File: config.mk
export PLATFORM = sky130hd
export DESIGN_NAME = scan_chain_controller
export DESIGN_NICKNAME = d
export VERILOG_FILES = /design/src/rtl/scan_chain_controller.sv
export SDC_FILE = /design/constraint.sdc
export NUM_CORES = 1
export LEC_CHECK = 0
export CAP_MARGIN = 0
export CORE_UTILIZATION = 40
export CTS_CLUSTER_DIAMETER = 50
export DETAILED_ROUTE_END_ITERATION = 8
export DONT_BUFFER_PORTS = 1
export PLACE_DENSITY_LB_ADDON = 0.12
export SLEW_MARGIN = 20
export SYNTH_ARGS = -nofsm -noshare
export SYNTH_HDL_FRONTEND = slang
export SYNTH_SLANG_ARGS = --single-unit
File: constraint.sdc
create_clock -name clk -period 1.55 [get_ports clk]
set_input_delay 0.31 -clock clk [delete_from_list [all_inputs] [get_ports clk]]
set_output_delay 0.31 -clock clk [all_outputs]
set_load 0.01 [all_outputs]
File: src/rtl/scan_chain_controller.sv
// Serial driver/unloader for a single scan chain: loads a parallel pattern MSB-first,
// unloads the previous chain contents, optionally runs a capture phase, returns the response.
module scan_chain_controller #(
  parameter int CHAIN_LEN      = 8,
  parameter int CAPTURE_CYCLES = 1
) (
  input  logic                 clk,
  input  logic                 rst,
  input  logic                 pat_valid,
  output logic                 pat_ready,
  input  logic [CHAIN_LEN-1:0] pat_data,
  input  logic                 pat_capture,
  output logic                 resp_valid,
  input  logic                 resp_ready,
  output logic [CHAIN_LEN-1:0] resp_data,
  output logic                 scan_en,
  output logic                 scan_in,
  input  logic                 scan_out,
  output logic                 busy
);

  localparam int MAX_CNT = (CHAIN_LEN > CAPTURE_CYCLES) ? CHAIN_LEN : CAPTURE_CYCLES;
  localparam int CW      = $clog2(MAX_CNT + 1);
  localparam logic [CW-1:0] SHIFT_LAST = CW'(CHAIN_LEN - 1);
  localparam logic [CW-1:0] CAP_LAST   = CW'((CAPTURE_CYCLES > 0) ? CAPTURE_CYCLES - 1 : 0);
  localparam logic [CW-1:0] CNT_ONE    = CW'(1);
  localparam bit            CAP_EN     = (CAPTURE_CYCLES > 0);

  typedef enum logic [1:0] {
    IDLE    = 2'd0,
    SHIFT   = 2'd1,
    CAPTURE = 2'd2,
    DONE    = 2'd3
  } state_t;

  state_t               state_reg;
  logic [CW-1:0]        cnt_reg;
  logic [CHAIN_LEN-1:0] pat_sr_reg;
  logic [CHAIN_LEN-1:0] resp_sr_reg;
  logic                 cap_flag_reg;
  logic                 pat_ready_reg;
  logic                 scan_en_reg;
  logic                 scan_in_reg;
  logic                 resp_valid_reg;
  logic                 busy_reg;

  // Outputs are registered alongside the state so they change on the same edge as the state.
  always_ff @(posedge clk) begin
    if (rst) begin
      state_reg      <= IDLE;
      cnt_reg        <= '0;
      pat_sr_reg     <= '0;
      resp_sr_reg    <= '0;
      cap_flag_reg   <= 1'b0;
      pat_ready_reg  <= 1'b1;
      scan_en_reg    <= 1'b0;
      scan_in_reg    <= 1'b0;
      resp_valid_reg <= 1'b0;
      busy_reg       <= 1'b0;
    end else begin
      case (state_reg)
        IDLE: begin
          if (pat_valid) begin
            pat_sr_reg    <= pat_data;
            cap_flag_reg  <= pat_capture;
            cnt_reg       <= '0;
            state_reg     <= SHIFT;
            pat_ready_reg <= 1'b0;
            scan_en_reg   <= 1'b1;
            scan_in_reg   <= pat_data[CHAIN_LEN-1];
            busy_reg      <= 1'b1;
          end
        end

        SHIFT: begin
          pat_sr_reg  <= {pat_sr_reg[CHAIN_LEN-2:0], 1'b0};
          resp_sr_reg <= {resp_sr_reg[CHAIN_LEN-2:0], scan_out};
          if (cnt_reg == SHIFT_LAST) begin
            cnt_reg     <= '0;
            scan_en_reg <= 1'b0;
            scan_in_reg <= 1'b0;
            if (cap_flag_reg && CAP_EN) begin
              state_reg <= CAPTURE;
            end else begin
              state_reg      <= DONE;
              resp_valid_reg <= 1'b1;
            end
          end else begin
            cnt_reg     <= cnt_reg + CNT_ONE;
            // Pre-load the bit that becomes the MSB after this edge's shift.
            scan_in_reg <= pat_sr_reg[CHAIN_LEN-2];
          end
        end

        CAPTURE: begin
          if (cnt_reg == CAP_LAST) begin
            cnt_reg        <= '0;
            state_reg      <= DONE;
            resp_valid_reg <= 1'b1;
          end else begin
            cnt_reg <= cnt_reg + CNT_ONE;
          end
        end

        DONE: begin
          if (resp_ready) begin
            state_reg      <= IDLE;
            resp_valid_reg <= 1'b0;
            busy_reg       <= 1'b0;
            pat_ready_reg  <= 1'b1;
          end
        end

        default: begin
          state_reg      <= IDLE;
          cnt_reg        <= '0;
          pat_ready_reg  <= 1'b1;
          scan_en_reg    <= 1'b0;
          scan_in_reg    <= 1'b0;
          resp_valid_reg <= 1'b0;
          busy_reg       <= 1'b0;
        end
      endcase
    end
  end

  assign pat_ready  = pat_ready_reg;
  assign scan_en    = scan_en_reg;
  assign scan_in    = scan_in_reg;
  assign resp_valid = resp_valid_reg;
  assign busy       = busy_reg;
  // resp_sr only moves during SHIFT, so it is stable for the whole DONE phase.
  assign resp_data  = resp_sr_reg;

endmodule

# --- Yosys cells after proc, flatten, opt, wreduce, memory -nomap -nowiden ---
# Cells that the tools add are included.
word_totals:
  elab_cells: 60
  ff_bits: 27
  out_inout_bits: 13
op_classes:
  n_mux: 27
  n_reduce_logical: 13
  n_addsub: 1
  eq_ne: 9
op_table:
  columns: ["op", "n"]
  rows:
  - ["one-hot mux 7 bit (2 select lines)", 1]
  - ["two-way mux 4 bit", 3]
  - ["one-hot mux 4 bit (3 select lines)", 1]
  - ["two-way mux 1 bit", 11]
  - ["!= test 2 bit, second input constant", 5]
  - ["two-way mux 2 bit", 4]
  - ["one-hot mux 1 bit (2 select lines)", 4]
  - ["one-hot mux 2 bit (4 select lines)", 1]
  - ["two-way mux 7 bit", 1]
  - ["AND reduction 2 bit", 3]
  - ["AND reduction 3 bit", 2]
  - ["nonzero test 3 bit", 2]
  - ["AND reduction 5 bit", 1]
  - ["adder 4 x 1 -> 4 bit, second input constant", 1]
  - ["== test 2 bit, second input constant", 2]
  - ["== test 4 x 3 -> 1 bit, second input constant", 1]
  - ["logical NOT 4 bit", 1]
  - ["AND reduction 4 bit", 1]
  - ["nonzero test 2 bit", 2]
  - ["one-hot mux 1 bit (3 select lines)", 1]
  - ["== test 2 x 1 -> 1 bit, second input constant", 1]
  - ["logical NOT 2 bit", 1]

# --- Logic depth before layout (Yosys ltp) ---
# Gate-level depths: netlist of the first run.
logic_depth:
  ltp_word: 3
  depth_mapped: 8

# --- Worst setup path after synthesis of the first run ---
# Ideal clock, no wire load.
synth_timing:
  kind: "register to register"
  startpoint: "reg state_reg[0]"
  endpoint: "reg state_reg[0]"
  period_less_slack_ps: 1662
  arrival_time_ps: 1527
  n_path_buf: 2
  stages_incl_launch_ff: 9
  slack_ps: -112
  cell_sequence: "dfxtp_1 inv_1 ha_1 buf_2 nand2b_1 buf_4 o21ai_0 o311ai_0 o41ai_1"
synth_via:
  elab_chain_len: 3
synth_rtl:
  columns: ["element", "line", "rtl"]
  rows:
  - ["start: declaration", "36", "state_t state_reg;"]
  - ["start signal: assignment", "50", "state_reg <= IDLE;"]
  - ["start signal: assignment", "67", "state_reg <= SHIFT;"]
  - ["start signal: assignment", "83", "state_reg <= CAPTURE;"]
  - ["== test 2 bit, or another cell as far along", "61", "case (state_reg)"]
  - ["!= test 2 bit (no line)", null, null]
  - ["AND reduction 4 bit (no line)", null, null]
# Several ways; a longest one is shown, not always the timed one.
# A chain may end at the register's enable or synchronous reset.

# --- Worst setup path after layout of the first run ---
layout_timing:
  startpoint: "reg state_reg[1]"
  endpoint: "reg state_reg[1]"
# The elaborated chain is that of the path after synthesis.

==> summary.md, run 1 <==
| Metric | Value |
|---|---|
| Outcome | finished, violations left |
| Failing checks | setup timing |
| Worst Path Required | 1.83 ns |
| Tmin final | 1.60 ns |
| Sequential area share after synthesis | 40.8% |
| Post-DP HPWL | 1960 um |
| Clk pwr share | 10.0% |
| Design area | 0.00171 sq mm |
| Number of global-route vias before repair | 1072 |
| IO buf count | 0 |
| Synth unique cells | 37 |
| DR DRC count | 0 |
| Final nets | 190 |
| Fin crit share | 103% |
| DRT Pass-1 Iters | 4 |
| P_sw | 0.00126 W |
| Area growth syn-to-layout | 28.7% |
| Count leader, synth | dfxtp_1 |
| Die H | 59.6 um |
| WL final | 3140 um |
| Row cnt | 20 |
| GRT overflow | 0 |
| Max-cap violations | 0 |
| Core ar. | 0.00310 sq mm |
| Yosys warning total | 0 |
| # diodes | 0 |
| Worst-skew pair later-pin latency | 0.33 ns |
| Share of cells above drive strength 1 | 32.7% |
| Top_reg_cell synth | dfxtp_1 |
| Top cells by count, synth | dfxtp_1, nor2_1, mux2i_1 |
| Worst Path Arrival | 1.88 ns |
| Synth Area in Adders | 6.60% |
| Sw Ratio | 39.8% |
| Clock slew at reported path FFs | 0.15 ns |
| RR Endpoint | state_reg[1] |
| Post-Syn Area | 0.00133 sq mm |
| Ranking of synthesized cells by area | dfxtp_1, mux2i_1, ha_1 |
| Seq cells post-synth | 27 |
| Final WS setup | -0.0451 ns |
| Logic pwr share | 57.4% |
| Vias/cell | 5.26 |
| DR vias | 1115 |
| Avg Inst Size Synth | 9.02 sq um |
| Global-route wire length before repair | 4840 um |
| Area leader, netlist | dfxtp_1 |
| Number of synthesized flops with an enable pin | 0 |
| Critical R2R Launch | state_reg[1] |
| Synth Net Count | 168 |
| Gate Count Post-Synth | 147 |
| Clock root buffer | clkbuf_4 |
| Final setup fails | 1 |
| Worst hold path depth | 1 |
| Final hold viol count | 0 |
| Leakage power | 0.645 nW |
| Post-synthesis mux area share | 11.3% |
| Sink Count | 27 |
| Main combinational cell family by area after synthesis | simple AND/OR/NAND/NOR gates |
| DRT iter0 DRCs | 36 |
| Initial antenna violation count | 0 |
| PD cells | 1850 mW/mm^2 |
| Setup Crit Path Kind | register to register |
| Placed cell areas | 0.00144 sq mm |
| Synth Area in Simple Gates | 19.3% |
| Worst-Margin Slew | 0.298 ns |
| CP Max Fanout | 5 |
| Slew Viols, Final | 0 |
| Max VDD drop | 600 uV |
| CTS H-tree lvls | 1 |
| Die X | 59.6 um |
| Slew headroom | 80.1% |
| WL/cell | 14.8 um |
| Top Ports | 27 |
| Effective utilization at floorplan | 42.7% |
| Async set-reset flop share out of synthesis | 0% |
| GPL Wtd Cong | 0.774 |
| CTS tree | built |
| Bufs on Longest Clock Path | 2 |
| Register-to-register setup slack | -0.05 ns |
| Post-synthesis xor/xnor area fraction | 0.660% |
| Compound-Gate Fraction of Synth Area | 15.5% |
| Top-area cell type share of the netlist area | 40.8% |
| Hold WC Path Type | primary input to register |
| Final hold slack | 0.0125 ns |
| Crit start category | register |
| Critical path endpoint category | register |
| Sequence of cells on the critical path | buf_6 -> ha_4 -> and4bb_4 -> nor3_4 -> or3b_1 -> a21oi_2 |
| TNS Setup | -0.0451 ns |
| Min-Delay Endpoint | state_reg[1] |
| Sequential fraction of design power | 32.5% |
| Slowest cell on crit path | dfxtp_4 |
| R2R cell count | 6 |
| Pint | 0.00190 W |
| GRT Total Usage | 18.3% |
| Largest net degree at the start of global routing | 27 |
| Worst Skew | 0.00236 ns |
| Hold path startpoint | rst |
| Unrepaired setup endpoints after global routing | true |
| Die ar. | 0.00355 sq mm |
| CTS Buf Count | 3 |
| Peak Freq | 627 MHz |
| Post-DRT Antenna Nets | 0 |
| Peak per-stage delay on the critical path | 0.39 ns |
| Max reg flops | 8 |
==> layout make-up <==
type                       count  area, sq um
inverter                       8         37.5
timing repair buffer          23          184
multi-input combinational    106          852
clock buffer                   3         22.5
sequential                    27          551
fill                         297         1400
tap                           44         55.1
clock inverter                 1         5.00
==> logic make-up after synthesis <==
family,Yosys count
buffers and inverters,16
XOR/XNOR,1
adder cells (fa/ha/maj),7
AND/OR/NAND/NOR,49
multiplexers,15
flip-flops,27
AO/OA/AOI/OAI,32
==> worst max path at each step <==
stage               cells past startpoint         start  slack, ns           end
floorplan                               8  state_reg[1]       0.03  state_reg[1]
global placement                        6  state_reg[1]      -0.04  state_reg[1]
detailed placement                      6  state_reg[1]      -0.08  state_reg[1]
CTS                                     6  state_reg[1]      -0.06  state_reg[1]
global route                            6    cnt_reg[0]      -0.11  state_reg[1]
finish                                  6  state_reg[1]      -0.05  state_reg[1]
==> power by group through the flow <==
| stage | Sequential [W] | Clock [W] | Combinational (W) |
|---|---|---|---|
| 2_1_floorplan | 0.000996 | 0 | 0.000961 |
| 3_3_place_gp | 0.00102 | 0 | 0.00123 |
| 3_5_place_dp | 0.00102 | 0 | 0.00124 |
| 4_1_cts | 0.00101 | 0.000326 | 0.00149 |
| 5_1_grt | 0.00104 | 0.000355 | 0.00198 |
| 6_report | 0.00103 | 0.000316 | 0.00181 |
==> worst max-delay path: cells and delay by family, from the launching register on <==
kind | cells | cell delay (ns)
adder cells (fa/ha/maj) | 1 | 0.15
AO/OA/AOI/OAI | 1 | 0.13
buffers and inverters | 1 | 0.12
flip-flops | 1 | 0.39
AND/OR/NAND/NOR | 3 | 0.76
==> layer usage <==
| layer | global-route usage, % | vias up | share of wire [%] |
|---|---|---|---|
| met3 | 2.18 | 7 | 3.0 |
| met1 | 21.3 | 522 | 43 |
| met4 | 9.30 | 0 | 2.4 |
| met2 | 32.7 | 24 | 52 |
| li1 | - | 562 | - |
| met5 | 0 | - | 0 |
==> metrics by stage <==
| step | std cells | worst slack (ns) | utilization (%) | power, W |
|---|---|---|---|---|
| after floorplan | 147 | 0.0271 | - | 0.00196 |
| after global placement | 194 | -0.0354 | 46.5 | 0.00224 |
| after detailed placement | 194 | -0.0825 | 46.5 | 0.00226 |
| after CTS | 207 | -0.0616 | 50.9 | 0.00283 |
| after global routing | 212 | -0.109 | 55.0 | 0.00338 |
| final | 212 | -0.0451 | 55.0 | 0.00315 |
==> layout by cell type (no fill, tap or decap), drive strengths merged, types with 2 or more instances in the layout <==
cell type,n
dfxtp,27
nor2,23
buf,23
mux2i,15
a21oi,14
nand2,8
inv,8
ha,7
a211oi,6
o21ai,6
nand3,4
nand4,3
clkbuf,3
nor3,2
nand2b,2
==> what timing repair did <==
item | 4_1_cts | 5_1_grt
gates resized for setup | 10 | 20
pin swaps | 9 | 10
endpoints found under the setup margin | 13 | 14
setup buffers | 8 | 4
gates cloned | 1 | 1
hold endpoints to repair | 1 | 8
No activity file was read; power rests on OpenSTA's default activity.
==> run 2, diff against run 1 <==
CORE_MARGIN = 2   (was unset)
==> summary.md, run 2 (synthesized netlist as in run 1, its figures left out) <==
| Metric | Value |
|---|---|
| Outcome | finished, violations left |
| Failing checks | setup timing |
| Worst-skew pair later-pin latency | 0.34 ns |
| Worst Skew | 0.0139 ns |
| Final nets | 187 |
| Effective utilization at floorplan | 42.7% |
| GRT overflow | 0 |
| Critical path endpoint category | register |
| Sink Count | 27 |
| TNS Setup | -0.0835 ns |
| CP Max Fanout | 7 |
| Core ar. | 0.00310 sq mm |
| Die ar. | 0.00379 sq mm |
| Max VDD drop | 724 uV |
| Max reg flops | 8 |
| Setup Crit Path Kind | register to register |
| Clock root buffer | clkbuf_4 |
| Final hold viol count | 0 |
| Hold WC Path Type | primary input to register |
| Clk pwr share | 10.8% |
| Clock slew at reported path FFs | 0.16 ns |
| Leakage power | 0.643 nW |
| PD cells | 1830 mW/mm^2 |
| Design area | 0.00166 sq mm |
| Pint | 0.00183 W |
| Sw Ratio | 39.4% |
| GRT Total Usage | 18.4% |
| Sequential fraction of design power | 33.7% |
| Commonest cells after routing, fill and taps aside | dfxtp_1, nor2_1, buf_4 |
| WL final | 3050 um |
| Final hold slack | 0.00242 ns |
| Die X | 61.6 um |
| DRT Pass-1 Iters | 4 |
| DRT iter0 DRCs | 36 |
| CTS H-tree lvls | 1 |
| WL/cell | 14.6 um |
| Number of global-route vias before repair | 1170 |
| Peak Freq | 627 MHz |
| Largest net degree at the start of global routing | 27 |
| Row cnt | 20 |
| CTS tree | built |
| Die H | 61.6 um |
| Area growth syn-to-layout | 24.9% |
| Crit start category | register |
| Logic pwr share | 55.6% |
| GPL Wtd Cong | 0.728 |
| Placed insts | 194 |
| Slew headroom | 78.6% |
| Post-DRT Antenna Nets | 0 |
| Global-route wire length before repair | 5200 um |
| Initial antenna violation count | 0 |
| Fin crit share | 103% |
| Top Ports | 27 |
| Final WS setup | -0.0452 ns |
| Tmin final | 1.60 ns |
| Unrepaired setup endpoints after global routing | true |
| Max-cap violations | 0 |
| Commonest non-fill, non-tap cell in the layout | dfxtp_1 |
| IO buf count | 0 |
| Post-DP HPWL | 1950 um |
| Cell Count, Final, Fillers Out | 209 |
| Vias/cell | 5.20 |
| # diodes | 0 |
| Slew Viols, Final | 0 |
| P_sw | 0.00119 W |
| Share of cells above drive strength 1 | 29.7% |
| Worst Path Required | 1.84 ns |
| Bufs on Longest Clock Path | 2 |
| Worst-Margin Slew | 0.320 ns |
| DR DRC count | 0 |
| Placed cell areas | 0.00144 sq mm |
| Final setup fails | 3 |
| Worst Path Arrival | 1.88 ns |
| CTS Buf Count | 3 |
| DR vias | 1086 |
## run 2: cell type report
cell class | instances | area [sq um]
Fill cell | 318 | 1450
Multi-Input combinational cell | 104 | 785
Sequential cell | 27 | 548
Timing Repair Buffer | 22 | 206
Tap cell | 44 | 55.1
Inverter | 8 | 32.5
Clock buffer | 3 | 22.5
Clock inverter | 1 | 7.51
## run 2: layer usage
metal | vias to the layer above | wire, um | track usage [%]
met5 | - | 0 | 0
met2 | 21 | 1580 | 32.5
li1 | 552 | - | -
met4 | 0 | 60 | 6.69
met3 | 7 | 128 | 3.99
met1 | 506 | 1290 | 21.7
## run 2: metrics by stage
step | setup WS [ns] | utilization [%] | total power, W
floorplan | 0.0271 | - | 0.00196
global placement | -0.0302 | 46.5 | 0.00221
detailed placement | -0.0975 | 46.5 | 0.00224
CTS | -0.0756 | 51.2 | 0.00284
global route | -0.110 | 53.4 | 0.00325
finish | -0.0452 | 53.4 | 0.00303
## run 2: power groups by stage
stage               sequential, W  combinational [W]  clock [W]
floorplan                0.000996           0.000961          0
global placement          0.00102            0.00119          0
detailed placement        0.00102            0.00122          0
CTS                       0.00102            0.00150   0.000328
global route              0.00104            0.00184   0.000362
finish                    0.00102            0.00168   0.000326
## run 2: repair_timing
item / CTS / global route
hold endpoints to repair: 1 / 15
setup endpoints to repair: 14 / 15
pin swaps: 10 / 9
gates resized for setup: 9 / 11
setup buffers: 8 / 3
## run 2: critical path: stages, from the launching register on
cell	delay, ns
dfxtp_2	0.37
inv_2	0.06
ha_4	0.17
nor4b_4	0.31
nor3_4	0.12
or3b_1	0.37
a21oi_2	0.13
## run 2: path summary, 6_finish.rpt
| kind | slack (ns) | start | cells past startpoint | endpoint |
|---|---|---|---|---|
| worst max-delay path | -0.05 | state_reg[1] | 6 | state_reg[1] |
| worst min-delay path | 0.002 | rst | 1 | state_reg[1] |
| worst max register to register | -0.05 | state_reg[1] | 6 | state_reg[1] |
| worst min register to register | 0.49 | cnt_reg[1] | 2 | cnt_reg[1] |
